## src/rtl/serial_subtractor.sv

```systemverilog
// Bit-serial unsigned subtractor: one full-subtractor cell plus a borrow flop,
// LSB first, with a start/busy/done handshake and held diff/borrow results.
module serial_subtractor #(
    parameter int WIDTH = 4
) (
    input  logic             clk,
    input  logic             rst_n,
    input  logic             start,
    input  logic [WIDTH-1:0] a,
    input  logic [WIDTH-1:0] b,
    output logic             busy,
    output logic             done,
    output logic [WIDTH-1:0] diff,
    output logic             borrow
);

    // state | meaning
    // IDLE  | waiting for start; captures a/b on the accepting edge
    // SHIFT | one bit of a-b per edge, LSB first
    // DONE  | done pulse high for one cycle, then back to IDLE
    typedef enum logic [1:0] {IDLE, SHIFT, DONE} state_t;

    localparam int CW = $clog2(WIDTH) + 1;

    state_t           state;
    logic [WIDTH-1:0] a_sr;
    logic [WIDTH-1:0] b_sr;
    logic [WIDTH-1:0] res;
    logic             br;
    logic [CW-1:0]    cnt;

    logic             ai;
    logic             bi;
    logic             d;
    logic             br_next;
    logic [WIDTH-1:0] res_next;
    logic             last_step;

    always_comb begin
        ai        = a_sr[0];
        bi        = b_sr[0];
        d         = ai ^ bi ^ br;
        br_next   = (~ai & bi) | (~(ai ^ bi) & br);
        // New bit enters at the MSB so the LSB-first result ends up in place.
        res_next  = WIDTH'({d, res} >> 1);
        last_step = (cnt == CW'(WIDTH - 1));
    end

    always_ff @(posedge clk or negedge rst_n) begin
        if (!rst_n) begin
            state  <= IDLE;
            a_sr   <= '0;
            b_sr   <= '0;
            res    <= '0;
            br     <= 1'b0;
            cnt    <= '0;
            busy   <= 1'b0;
            done   <= 1'b0;
            diff   <= '0;
            borrow <= 1'b0;
        end else begin
            case (state)
                IDLE: begin
                    done <= 1'b0;
                    if (start) begin
                        a_sr  <= a;
                        b_sr  <= b;
                        br    <= 1'b0;
                        cnt   <= '0;
                        busy  <= 1'b1;
                        state <= SHIFT;
                    end
                end
                SHIFT: begin
                    a_sr <= a_sr >> 1;
                    b_sr <= b_sr >> 1;
                    res  <= res_next;
                    br   <= br_next;
                    cnt  <= cnt + 1'b1;
                    if (last_step) begin
                        diff   <= res_next;
                        borrow <= br_next;
                        busy   <= 1'b0;
                        done   <= 1'b1;
                        state  <= DONE;
                    end
                end
                DONE: begin
                    done  <= 1'b0;
                    state <= IDLE;
                end
                default: begin
                    busy  <= 1'b0;
                    done  <= 1'b0;
                    state <= IDLE;
                end
            endcase
        end
    end

endmodule
```

## config.mk

```make
export PLATFORM = sky130hd
export DESIGN_NAME = serial_subtractor
export DESIGN_NICKNAME = d
export VERILOG_FILES = /design/src/rtl/serial_subtractor.sv
export SDC_FILE = /design/constraint.sdc
export NUM_CORES = 1
export LEC_CHECK = 0
export BUFFER_PORTS_ARGS = -buffer_cell sky130_fd_sc_hd__buf_2
export CORE_AREA = 2 2 48 50
export DETAILED_ROUTE_END_ITERATION = 10
export DIE_AREA = 0 0 50 52
export PLACE_DENSITY = 0.77
export RECOVER_POWER = 50
export SYNTH_ARGS = -nofsm -noshare
export SYNTH_HDL_FRONTEND = slang
export SYNTH_SLANG_ARGS = --single-unit
```

## constraint.sdc

```tcl
create_clock -name clk -period 4.43 [get_ports clk]
set_clock_uncertainty 0.1 [all_clocks]
set_input_delay 0.886 -clock clk [delete_from_list [all_inputs] [get_ports clk]]
set_output_delay 0.886 -clock clk [all_outputs]
set_load 0.005 [all_outputs]
```

==> impl_metrics.ini <==
[outcome]
status = complete, no violations

[cts]
htreeDepth = 1
clk_latency_ns = 0.31
cts_tree = yes
clockRootBuffer = clkbuf_4
cts_resized = 0
clock_path_buffers = 2
ctsHoldBuffers = 0
cts_setup_buffers = 0
clkTransAtPathRegs_ns = 0.12
numCtsBuffers = 3
cts_sinks = 24

[yosys]
netlist_area_um2 = 1060
yosys_register_bits = 24
synth_top_area_cell = dfrtp_1
synth_top_cell_area_share = 0.565
synth_nets = 104
yosysUniqueCellTypes = 24
yosysSeqAreaShare = 0.565
ys_warn_count = 0
syn_area_per_cell_um2 = 11.8
netlist_instances = 90
synth_area_leaders = dfrtp_1 57%, mux2_2 7.4%, nor2_1 3.2%, o22ai_1 2.9%, o21ai_0 2.8%

[critical_path]
crit_family = flip-flops
crit_arrival_ns = 0.85
end_kind = primary output
timing.setup.critical_path_class = register to primary output
crit_slowest_cell = dfrtp_1
crit_chain = buf_2
slowest_delay_ns = 0.41
path_buf_inv = 1
cp_max_fo = 3
crit_required_ns = 3.44
start_kind = register

[global_routing]
grt_pass1_vias = 712
grt_start_max_net_pins = 25
grt_pass1_wl_um = 3060
antenna_found_initial = 0
overflow = 0
grt_use_total = 0.159

[power]
sw_frac_of_total = 0.360
switchingPower_mw = 0.296
ir_drop_mv = 0.441
p_per_area_nw_per_um2 = 707
cellLeakagePower_nw = 0.541
power.share.clock = 0.112
seqPwrFrac = 0.484
p_comb_frac = 0.404
cellInternalPower_mw = 0.527

[routing]
routed_wl_um = 1800
ant_nets = 0
drt-initial-drc-count = 11
firstDrtPassIters = 4
route.detailed.drc = 0
via_count = 722
viasPerCell = 5.39
wire_per_inst_um = 13.4

[timing]
setup_tns_ns = 0
min_period_ns = 1.83
setup_viol = 0
slew_headroom = 0.201
worst_slack_ns = 2.60
rsz0062_at_grt = false
worst_pin_slew_ns = 1.20
final_max_slew_viol_count = 0
fmax_ghz = 0.546
worst_hold_slack_ns = 0.399
finalHoldViolations = 0
fin_crit_sh = 0.414

[job]
drv_cap = 0

[layout]
finalNetCount = 122
nFillCells = 191
areaGrowthSynthToFinish_pct = 9.54
area.sequential_um2 = 601
fin_cells = 134
multi_input_area_um2 = 397
diodes = 0
drive_gt1_frac = 0.264

[die]
die_y_um = 52
die_w_um = 50
ios = 18
num_rows = 17
initial_core_util = 0.504
core_area_um2 = 2110
dieArea_um2 = 2600

[place]
place_hpwl_um = 1300
dpl.cell_count = 131
place.gp.congestion = 0.782
numPortBuffers = 17
dpl_worst_slack_ns = 2.58

[min_path]
hold_path_class = register to register
## stage by stage
| stage | cell area [um^2] | total power, mW | util |
|---|---|---|---|
| finish | 1160 | 0.823 | 0.553 |
| global route | 1160 | 0.889 | 0.553 |
| CTS | 1180 | 0.838 | 0.560 |
| detailed placement | 1160 | 0.745 | 0.549 |
| global placement | 1160 | 0.724 | 0.549 |
| floorplan | 1060 | 0.651 | - |
## cells in the final DEF, fill, tap and decap left out, types with 2 or more instances in the layout
master	instances
nor2b_1	2
dfrtp_1	24
o22a_1	2
buf_2	15
o22ai_1	5
clkbuf_1	2
ha_1	2
nand2b_1	3
a2bb2oi_1	2
nor2_1	9
clkbuf_4	3
inv_1	7
o32ai_1	3
o21ai_0	6
a21oi_1	2
nand3b_1	2
mux2_2	7
nand2_1	4
## power groups by stage
stage | sequential [mW] | combinational, mW | clock (mW)
global route | 0.414 | 0.375 | 0.101
global placement | 0.400 | 0.324 | 0
floorplan | 0.375 | 0.276 | 0
finish | 0.399 | 0.332 | 0.0923
CTS | 0.401 | 0.343 | 0.0940
detailed placement | 0.406 | 0.339 | 0
## path summary, 6_finish.rpt
kind,start,depth (start not counted),slack [ns],endpoint
max,busy,1,2.60,busy
min,borrow,2,0.40,borrow
max reg2reg,cnt[0],4,2.70,diff[2]
min reg2reg,borrow,2,0.40,borrow
max in group asynchronous,rst_n,1,2.83,a_sr[3]
min in group asynchronous,rst_n,1,0.69,cnt[2]
## routing by layer
metal | wire [um] | global-route usage | up-vias
met5 | 0 | 0 | -
met4 | 33 | 0.0694 | 0
met3 | 39 | 0.0259 | 4
met2 | 918 | 0.268 | 10
met1 | 810 | 0.201 | 357
li1 | - | - | 351
## synth_stat cells
cell       number
nand2b_1        3
inv_1           7
o21ai_0         6
nor2_1          9
or4b_4          1
nand2_1         4
nand3b_4        1
o22a_1          2
a21oi_1         2
o21ai_2         1
dfrtp_1        24
o21bai_1        1
fa_1            1
mux2_2          7
nor2b_1         2
o22ai_1         5
buf_6           1
ha_1            2
buf_2           3
a2bb2oi_1       2
o32ai_1         3
nand3b_1        1
or2_2           1
a22o_1          1
## worst reg2reg max path, delay by kind of cell, from the launching register on
family / cells / cell delay, ns
muxes: 1 / 0.38
and+or+nand+nor: 1 / 0.29
adders and majority gates: 2 / 0.45
DFF: 1 / 0.42
## cell type report
cell class | count | share of cell area
well taps | 28 | 0.0301
repair buffers | 17 | 0.0710
multi-input cells | 55 | 0.341
clock buffers | 3 | 0.0194
inverters | 7 | 0.0226
flip-flops and latches | 24 | 0.516
## flip-flops by register name (all words and copies together) (netlist names)
register,count
busy,1
b_sr,4
a_sr,4
cnt,3
done,1
br,1
state,2
borrow,1
res,3
diff,4
## cell families after synthesis
family / synth area share
AND/OR/NAND/NOR: 0.120
flip-flops: 0.565
buffers and inverters: 0.0495
adder cells (fa/ha/maj): 0.0424
multiplexers: 0.0742
AO/OA/AOI/OAI: 0.148
Note: power is estimated with default switching activity, not from simulation.
